$ cat config.mk
export PLATFORM = sky130hd
export DESIGN_NAME = sparc_fetch_unit
export DESIGN_NICKNAME = d
export VERILOG_FILES = /design/src/rtl/sparc_pkg.sv /design/src/rtl/sparc_if_id_reg.sv /design/src/rtl/sparc_fetch_unit.sv
export SDC_FILE = /design/constraint.sdc
export NUM_CORES = 1
export LEC_CHECK = 0
export ABC_AREA = 0
export CELL_PAD_IN_SITES_DETAIL_PLACEMENT = 0
export CELL_PAD_IN_SITES_GLOBAL_PLACEMENT = 1
export CORE_MARGIN = 4
export CORE_UTILIZATION = 28
export CTS_CLUSTER_DIAMETER = 150
export DETAILED_ROUTE_END_ITERATION = 10
export GPL_TIMING_DRIVEN = 1
export HOLD_SLACK_MARGIN = 0.15
export PLACE_DENSITY = 0.79
export SLEW_MARGIN = 20
export SYNTH_ARGS = -nofsm -noshare
export SYNTH_HDL_FRONTEND = slang
export SYNTH_SLANG_ARGS = --single-unit
$ cat constraint.sdc
create_clock -name clk -period 1.8 [get_ports clk]
set_clock_uncertainty 0.15 [all_clocks]
set_input_delay 0.36 -clock clk [delete_from_list [all_inputs] [get_ports clk]]
set_output_delay 0.36 -clock clk [all_outputs]
set_load 0.1 [all_outputs]
$ cat src/rtl/sparc_pkg.sv
// sparc_pkg: shared constants, fetch FSM states and instruction word type for the SPARC fetch slice.
package sparc_pkg;
    localparam int SPARC_ADDR_W = 9;
    localparam logic [31:0] SPARC_NOP = 32'h0100_0000;
    typedef enum logic {FILL, RUN} fetch_state_t;
    typedef logic [31:0] instr_t;
endpackage

$ cat src/rtl/sparc_if_id_reg.sv
// sparc_if_id_reg: IF/ID pipeline register with load enable, bubble insert and sync reset.
module sparc_if_id_reg
    import sparc_pkg::*;
#(
    parameter int     ADDR_W   = SPARC_ADDR_W,
    parameter instr_t NOP_WORD = SPARC_NOP
) (
    input  logic              clk,
    input  logic              reset,
    input  logic              i_load,
    input  logic              i_annul,
    input  instr_t            i_instr,
    input  logic [ADDR_W-1:0] i_pc,
    output instr_t            o_instr,
    output logic [ADDR_W-1:0] o_pc,
    output logic              o_valid
);
    instr_t            r_instr;
    logic [ADDR_W-1:0] r_pc;
    logic              r_valid;

    always_ff @(posedge clk) begin
        if (reset) begin
            r_instr <= NOP_WORD;
            r_pc    <= '0;
            r_valid <= 1'b0;
        end else if (i_load) begin
            r_instr <= i_annul ? NOP_WORD : i_instr;
            r_pc    <= i_pc;
            r_valid <= ~i_annul;
        end
    end

    assign o_instr = r_instr;
    assign o_pc    = r_pc;
    assign o_valid = r_valid;
endmodule

$ cat src/rtl/sparc_fetch_unit.sv
// sparc_fetch_unit: SPARC PC/nPC sequencing with delayed branch, stall hold and delay-slot annul.
module sparc_fetch_unit
    import sparc_pkg::*;
#(
    parameter int     ADDR_W   = SPARC_ADDR_W,
    parameter instr_t NOP_WORD = SPARC_NOP
) (
    input  logic              clk,
    input  logic              reset,
    input  logic              stall,
    input  logic              branch_taken,
    input  logic [ADDR_W-1:0] branch_target,
    input  logic              annul_delay,
    output logic [ADDR_W-1:0] imem_addr,
    input  instr_t            imem_data,
    output instr_t            if_id_instr,
    output logic [ADDR_W-1:0] if_id_pc,
    output logic              if_id_valid,
    output logic [ADDR_W-1:0] npc_out
);
    fetch_state_t      r_state, w_next_state;
    logic [ADDR_W-1:0] r_pc, r_npc, w_target;
    logic              w_annul;

    always_ff @(posedge clk) begin
        r_state <= reset ? FILL : w_next_state;
    end

    always_comb begin
        w_next_state = stall ? r_state : RUN;
        w_annul      = (r_state == RUN) && annul_delay;
        w_target     = branch_target & ~ADDR_W'(3);
    end

    always_ff @(posedge clk) begin
        if (reset) begin
            r_pc  <= '0;
            r_npc <= ADDR_W'(4);
        end else if (!stall) begin
            r_pc  <= r_npc;
            r_npc <= branch_taken ? w_target : r_npc + ADDR_W'(4);
        end
    end

    sparc_if_id_reg #(.ADDR_W(ADDR_W), .NOP_WORD(NOP_WORD)) u_if_id (
        .clk     (clk),
        .reset   (reset),
        .i_load  (~stall),
        .i_annul (w_annul),
        .i_instr (imem_data),
        .i_pc    (r_pc),
        .o_instr (if_id_instr),
        .o_pc    (if_id_pc),
        .o_valid (if_id_valid)
    );

    assign imem_addr = r_pc;
    assign npc_out   = r_npc;
endmodule

==> results of run 1 <==
-- metrics by stage --
step | setup WS [ns] | instances | cell area (µm²) | TNS (ns) | utilization (%)
4_1_cts | 0.2230 | 418 | 3869 | 0 | 53.34
5_1_grt | 0.1151 | 418 | 3869 | 0 | 53.34
2_1_floorplan | -0.03504 | 226 | 2123 | -0.03504 | -
3_3_place_gp | 0.01002 | 410 | 3732 | 0 | 51.46
6_report | 0.2264 | 418 | 3869 | 0 | 53.34
3_5_place_dp | -0.01763 | 410 | 3732 | -0.03938 | 51.46
-- area by class of cell --
class,count,area share (%)
clock buffers,5,1.779
clock inverters,3,1.746
inverters,1,0.09702
multi-input cells,147,22.93
flip-flops and latches,55,28.65
well taps,99,3.202
repair buffers,108,41.59
-- registers in the layout (all words and copies together) (netlist names) --
| name | flops |
|---|---|
| npc_out | 7 |
| imem_addr | 7 |
| u_if_id.o_instr | 32 |
| u_if_id.o_pc | 7 |
| u_if_id.o_valid | 1 |
| r_state | 1 |
-- cells by family after synthesis --
kind of cell | after synthesis
simple gates | 70
buf+inv | 24
flops | 55
mux | 16
compound gates | 54
fa+ha+maj | 1
other cells | 1
-- Yosys cell counts (all sizes together), types with 3 or more instances --
| library cell | instances |
|---|---|
| mux2i | 15 |
| nand3 | 3 |
| clkbuf | 3 |
| a21oi | 4 |
| nor2 | 49 |
| nand2 | 9 |
| o21ai | 7 |
| a22oi | 31 |
| buf | 20 |
| dfxtp | 55 |
| nor2b | 3 |
-- report_power, final --
group	internal [µW]	switching, µW	total [µW]
clock network	555	407	962
logic	392	643	1030
registers	1280	76.7	1360
-- worst max-delay path by stage --
| stage | startpoint | endpoint | slack [ns] | cells after the start |
|---|---|---|---|---|
| global placement | branch_taken | npc_out[4]$_SDFFE_PP0N_ | 0.01 | 4 |
| CTS | npc_out[3]$_SDFFE_PP0N_ | npc_out[4]$_SDFFE_PP0N_ | 0.22 | 4 |
| global route | npc_out[3]$_SDFFE_PP0N_ | npc_out[4]$_SDFFE_PP0N_ | 0.12 | 4 |
| detailed placement | branch_taken | npc_out[4]$_SDFFE_PP0N_ | -0.02 | 4 |
| floorplan | npc_out[2]$_SDFFE_PP1N_ | npc_out[4]$_SDFFE_PP0N_ | -0.04 | 4 |
| finish | npc_out[3]$_SDFFE_PP0N_ | npc_out[4]$_SDFFE_PP0N_ | 0.23 | 4 |
-- per-layer routing --
metal  GRT usage (%)  part of all wire, %  up-vias
met5               0                    0        -
met4           3.966                  1.2        0
met3           4.064                  7.5        6
met2           23.35                   50       65
met1           15.19                   41      885
li1                -                    -      957
==> flow_metrics.py, run 1 <==
metrics = {
    "status": {
        "outcome": "finished, final reports clean",
    },
    "placement": {
        "dpl.hpwl_mm": 4.528,
        "port_buffers": 97,
        "place_congestion": 0.7561,
    },
    "yosys": {
        "yosysUniqueCellTypes": 30,
        "synth_compound_area_share_pct": 18.68,
        "synthMuxAreaShare_pct": 7.697,
        "ys_seq_elements": 55,
        "seq_area_frac_synth_pct": 52.51,
        "synth-xor-area-share_pct": 0,
        "synth_top_family_by_area": "compound AO/OA/AOI/OAI gates",
        "yosys-top-cells-area": "dfxtp_1 53%, a22oi_1 11%, nor2_1 8.8%",
        "synth_top_area_share_pct": 52.51,
        "synth_edf_count": 0,
        "yosys.area_share.simple_pct": 14.26,
        "synthArstFlopShare_pct": 0,
        "post_synth.cell_area_avg_um2": 9.489,
        "yosysTopAreaCell": "dfxtp_1",
        "synthAdderAreaFrac_pct": 0.5967,
        "synth_cells": 221,
        "synthFlopType": "dfxtp_1",
        "yosysWarnings": 0,
        "synth_area_um2": 2097,
    },
    "clock_network": {
        "cts_buffer_depth": 2,
        "cts_buffers": 5,
        "clkLatencyLatePin_ns": 0.31,
        "ctsResizeCount": 0,
        "htree_levels": 2,
        "cts.sinks": 55,
        "cts_setup_buffers": 0,
        "clkSlewWorstSetupHoldPaths_ns": 0.10,
        "root_buffer": "clkbuf_8",
        "cts_tree": "yes",
        "cts_hold_buf": 0,
    },
    "critical_path": {
        "reg2regPathDepth": 4,
        "ff2ff_setup_slack_ns": 0.23,
        "critPathArrivalTime_ns": 1.66,
        "critPathLaunchType": "flip-flop",
        "worstSetupPathType": "flip-flop to flip-flop",
        "path_max_fanout": 7,
        "rr_endpoint": "npc_out[4]$_SDFFE_PP0N_",
        "slowest_stage": "dfxtp_2",
        "critPathRequiredTime_ns": 1.89,
        "cpPeakStageDelay_ns": 0.44,
        "rr_startpoint": "npc_out[3]$_SDFFE_PP0N_",
        "cp_num_buf_inv": 0,
        "crit_family": "flip-flops",
        "crit_chain": "ha_1 > or3b_1 > a21o_1 > a21oi_1",
        "end_kind": "flip-flop",
    },
    "final_layout": {
        "syn_to_final_growth_pct": 84.49,
        "nets": 365,
        "insertedDiodeCount": 0,
        "multi_input_area_um2": 887.1,
        "final_cell_mix": "56 x buf_12, 49 x nor2_1, 49 x dfxtp_1, 41 x clkdlybuf4s50_1, 31 x a22oi_1",
        "fillCellCount": 656,
        "layout_commonest_cell": "buf_12",
        "drive_gt1_share_pct": 26.65,
        "regArea_um2": 1109,
    },
    "sta": {
        "drv_slew": 0,
        "finalCritPeriodShare_pct": 87.42,
        "grt_setup_unrepaired": "no",
        "layout_min_cycle_time_ns": 1.574,
        "finalHoldViolCount": 0,
        "fin_hold_ws_ns": 0.3123,
        "setup_viol": 0,
        "fmax_mhz": 635.5,
    },
    "floorplanning": {
        "start_util_pct": 28.91,
        "design.core.area_um2": 7253,
        "core.rowCount": 31,
        "design.die.area_um2": 8938,
        "die_height_um": 94.54,
        "die_w_um": 94.54,
        "ios": 106,
    },
    "grt": {
        "track_usage_pct": 13.18,
        "grt_pass1_vias": 1854,
        "grt_pass1_wl_mm": 9.170,
        "grt_overflow_total": 0,
        "grt_max_degree": 27,
        "antenna_found_initial": 0,
    },
    "power_and_ir_drop": {
        "p_total_uw": 3353,
        "max-vdd-ir-drop_mv": 0.4171,
        "cellLeakagePower_uw": 0.001552,
        "power_density_nw_per_um2": 866.8,
    },
    "drt": {
        "drt-initial-drc-count": 92,
        "totalWireLength_mm": 5.877,
        "drc_errors": 0,
        "avgViaCountPerCell": 4.577,
        "vias": 1913,
        "first_pass_iters": 4,
        "detail-route-antenna-nets": 0,
        "wl_per_cell_um": 14.06,
    },
    "hold_path": {
        "hp-start": "reset",
        "min_path_type": "input port to flip-flop",
        "holdPathStages": 2,
        "min_to": "u_if_id.o_pc[2]$_SDFFE_PP0N_",
    },
    "job": {
        "max_cap_viol_count": 0,
    },
}
No activity file was read; power rests on OpenSTA's default activity.
==> inputs of run 2 (changes only) <==
- SKIP_CTS_REPAIR_TIMING: default -> 1
==> results of run 2 <==
Same layout as run 1: the final DEF is identical, and so are final timing and power.
==> inputs of run 3 (changes only) <==
- CAP_MARGIN: default -> 20
==> results of run 3 <==
Same layout as run 1: the final DEF is identical, and so are final timing and power.
==> RTL edit 1 (config.mk and constraints of run 3) <==
Change the package constant `SPARC_ADDR_W` from 9 to 11.
--- a/src/rtl/sparc_pkg.sv
+++ b/src/rtl/sparc_pkg.sv
@@ -2,3 +2,3 @@
 package sparc_pkg;
-    localparam int SPARC_ADDR_W = 9;
+    localparam int SPARC_ADDR_W = 11;
     localparam logic [31:0] SPARC_NOP = 32'h0100_0000;
Interface: changed (resized branch_target, if_id_pc, imem_addr and npc_out); port bits go from 106 to 114. The function was not compared with the original's and may differ.
==> RTL edit 1 against run 3 <==
  * Area after synthesis increased by 10%
  * Cell area up 12%
  * Power increased by 18%
  * Global-route usage increased by 0.43 points
  * Count of clock-buffer cells in the layout is 7 higher
  * Combinational power increased by 7%
  * Via count grew 11%
  * Setup slack gained 0.023 ns
  * Hold slack lost 0.0056 ns
  * Sequential cell count up 6
  * Routed wire length grew 9.9%
  * Clock power up 40%
  * Critical path type unchanged
  * Largest cell class unchanged
==> RTL edit 1: results <==
group,metric,value,unit
critical_path,cp.arrival,1.64,ns
synth,synth_compound_area_frac,0.178,
global_routing,grtUsageTotal,0.136,
clocking,cts_buffers,9,
global_routing,grt_pass1_wl,10800,um
finish,n_antenna_cell,0,
synth,synth_xor_area_frac,0.00760,
synth,ys_seq_area_frac,0.530,
drt,first_iter_violations,48,
global_routing,grtUsageMet2,0.220,
drt,firstDrtPassIters,4,
global_routing,grt_max_degree,62,
synth,synthArstFlopShare,0,
placed_design,port_buffers,105,
synth,synth_commonest_cells,"dfxtp_1 (61), nor2_1 (57), a22oi_1 (33), mux2i_1 (19), a21oi_1 (11)",
power,leakage,1.75,nW
finish,finish.net_count,403,
drt,avgRoutedWirePerCell,14.0,um
outcome,run_status,"complete, no violations",
synth,synth_fa_ha_area_frac,0.00543,
global_routing,use_met1,0.171,
synth,yosys.cell_types.count,28,
placed_design,place_area,4090,sq um
global_routing,antenna_found_initial,0,
power,vdd_drop_max,0.481,mV
critical_path,path_max_fanout,8,
clocking,clk_latency,0.32,ns
clocking,cts_max_level,3,
synth,ys_warn_count,0,
synth,synth_area_leaders,"dfxtp_1 (53%), a22oi_1 (11%), nor2_1 (9.3%), mux2i_1 (8.2%), a21oi_1 (2.4%)",
drt,drc,0,
placed_design,dp_hpwl,4770,um
clocking,clk_path_buf_depth,2,
global_routing,first_global_vias,2157,
finish,fillCellCount,704,
clocking,cts-root-buf,"clkbuf_8",
drt,routed-via-count,2122,
placed_design,gp_congestion,0.811,
finish,drive_gt1_frac,0.267,
synth,synthMuxAreaShare,0.0825,
clocking,clkTransAtPathRegs,0.07,ns
placed_design,dp_slack,0.113,ns
global_routing,grt_util_met3,0.0453,
==> RTL edit 1: area by class of cell <==
class / count / area, sq um / share of cell area
clock inverters: 4 / 70.1 / 0.0162
clock buffers: 12 / 155 / 0.0360
repair buffers: 115 / 1740 / 0.404
multi-input cells: 162 / 966 / 0.224
well taps: 102 / 128 / 0.0296
inverters: 5 / 18.8 / 0.00435
flip-flops and latches: 61 / 1230 / 0.286
==> RTL edit 1: per-stage QoR <==
step | util | cells
5_1_grt | 0.550 | 461
3_5_place_dp | 0.521 | 445
2_1_floorplan | - | 252
3_3_place_gp | 0.521 | 445
6_report | 0.550 | 461
4_1_cts | 0.550 | 461
==> RTL edit 1: path summary, 6_finish.rpt <==
kind                                 start      endpoint  slack [ns]  depth (start not counted)
worst max register to register  npc_out[2]   npc_out[10]        0.25                          5
worst min register to register     r_state       r_state        0.33                          2
worst max-delay path            npc_out[2]   npc_out[10]        0.25                          5
worst min-delay path                 stall  imem_addr[6]        0.31                          3
==> RTL edit 1: metal layers <==
| layer | up-vias | share of wire |
|---|---|---|
| met3 | 10 | 0.062 |
| met5 | - | 0 |
| met4 | 0 | 0.012 |
| met1 | 977 | 0.44 |
| li1 | 1064 | - |
| met2 | 71 | 0.49 |
==> RTL edit 1: where the power goes <==
part | total (W) | leakage [nW] | internal, W | switching (W)
Sequential | 0.00150 | 0.503 | 0.00142 | 0.0000853
Combinational | 0.00110 | 1.13 | 0.000413 | 0.000686
Clock | 0.00135 | 0.116 | 0.000852 | 0.000503
Total | 0.00396 | 1.75 | 0.00268 | 0.00127
==> RTL edit 1: worst max-delay path: stages (launching register included) <==
cell	delay, ns
dfxtp_4	0.40
ha_1	0.23
nand4_1	0.21
nor2_1	0.19
xnor2_1	0.08
a211oi_1	0.21
==> RTL edit 2 (config.mk and constraints of run 3) <==
Without the edit above. Register the input `branch_target` before use, without a reset. The logic sees it one clock later. The other inputs are not delayed to match.
--- a/src/rtl/sparc_fetch_unit.sv
+++ b/src/rtl/sparc_fetch_unit.sv
@@ -20,2 +20,9 @@
 );
+
+    logic [ADDR_W-1:0] branch_target_q;
+
+    always_ff @(posedge clk) begin
+        branch_target_q <= branch_target;
+    end
+
     fetch_state_t      r_state, w_next_state;
@@ -31,3 +38,3 @@
         w_annul      = (r_state == RUN) && annul_delay;
-        w_target     = branch_target & ~ADDR_W'(3);
+        w_target     = branch_target_q & ~ADDR_W'(3);
     end
Behaviour: not the same (Yosys sat finds a counterexample within 4 cycles, from zero or initial values and one cycle with reset high).
==> RTL edit 2 against run 3 <==
  * Sequential cell count increased by 7
  * Routed wire length increased by 0.41%
  * Utilization decreased by 0.83 points
  * Sequential share of layout area increased by 1.9 points
  * Critical path type is now flip-flop to output port
  * Register-to-register slack improved by 0.07 ns
  * Cell area increased by 5.4%
  * Critical path depth decreased by 3
  * Setup slack improved by 0.014 ns
  * Final cell count increased by 2.9%
  * Via count increased by 2.6%
  * First-iteration DRC count decreased by 70%
  * Power increased by 13%
  * Area after synthesis increased by 7.5%
==> RTL edit 2: results <==
group,metric,value,unit
drt,avgRoutedWirePerCell,13.7,um
finish,finish.net_count,370,
min_path,hold_end,"imem_addr[3]",
critical_path,cp_slowest_cell,"dfxtp_1",
drt,routed-via-count,1962,
placed_design,gp_congestion,0.681,
clocking,clk_latency,0.33,ns
finish,drive_gt1_frac,0.265,
critical_path,reg2reg_from,"npc_out[2]",
critical_path,cp.arrival,1.05,ns
synth,synth_commonest_cells,"dfxtp_1 (62), nor2_1 (52), a22oi_1 (34), mux2i_1 (15), buf_2 (10)",
clocking,clkTransAtPathRegs,0.07,ns
drt,vias_per_cell,4.56,
synth,ys_seq_area_frac,0.551,
synth,synth_area_leaders,"dfxtp_1 (55%), a22oi_1 (11%), nor2_1 (8.7%), mux2i_1 (6.7%), buf_4 (2.3%)",
global_routing,grtUsageTotal,0.130,
synth,yosys.cell_types.count,32,
clocking,cts_buffers,9,
critical_path,rrSetupSlack,0.30,ns
critical_path,crit_path_max_incr_delay,0.50,ns
synth,syn_inst,226,
clocking,cts_max_level,3,
outcome,run_status,"complete, no violations",
placed_design,dpl.cell_count,414,
power,vdd_drop_max,0.399,mV
==> RTL edit 2: how the worst max path moves through the flow <==
stage | from | to | slack, ns | depth (start not counted)
detailed placement | branch_taken | npc_out[8] | -0.03 | 5
global placement | branch_taken | npc_out[7] | 0.01 | 5
floorplan | npc_out[2] | npc_out[4] | 0.003 | 4
global route | npc_out[6] | npc_out[6] | 0.17 | 1
finish | npc_out[6] | npc_out[6] | 0.24 | 1
CTS | npc_out[6] | npc_out[6] | 0.21 | 1
==> RTL edit 2: report_power, final <==
part           internal, W  switching (W)  total (W)
Sequential         0.00144      0.0000787    0.00152
Clock             0.000715       0.000539    0.00125
Combinational     0.000391       0.000636    0.00103
==> RTL edit 2: layer usage <==
| metal | vias to the layer above | wire, um | track usage |
|---|---|---|---|
| met5 | - | 0 | 0 |
| met4 | 0 | 144 | 0.0575 |
| met3 | 13 | 384 | 0.0431 |
| met2 | 63 | 2780 | 0.206 |
| met1 | 908 | 2590 | 0.162 |
| li1 | 978 | - | - |
==> RTL edit 2: layout make-up <==
class / count / share of cell area
repair buffers: 104 / 0.393
inverters: 1 / 0.000920
well taps: 102 / 0.0313
clock buffers: 11 / 0.0371
flip-flops and latches: 62 / 0.306
clock inverters: 5 / 0.0141
multi-input cells: 145 / 0.217
==> RTL edit 2: cells by family after synthesis <==
family / share of synthesized area
flops: 0.551
compound gates: 0.176
mux: 0.0716
simple gates: 0.130
buf+inv: 0.0638
fa+ha+maj: 0.00555
other cells: 0.00166
==> RTL edit 2: stage by stage <==
stage / hold WS [ns] / setup WS (ns) / cell area (sq um) / power [W] / util
6_report: 0.238 / 0.240 / 4080 / 0.00380 / 0.525
5_1_grt: 0.244 / 0.170 / 4080 / 0.00397 / 0.525
4_1_cts: 0.220 / 0.214 / 4080 / 0.00387 / 0.525
3_5_place_dp: 0.310 / -0.0263 / 3870 / 0.00259 / 0.498
3_3_place_gp: 0.300 / 0.0118 / 3870 / 0.00258 / 0.498
2_1_floorplan: 0.238 / 0.00300 / 2280 / 0.00217 / -
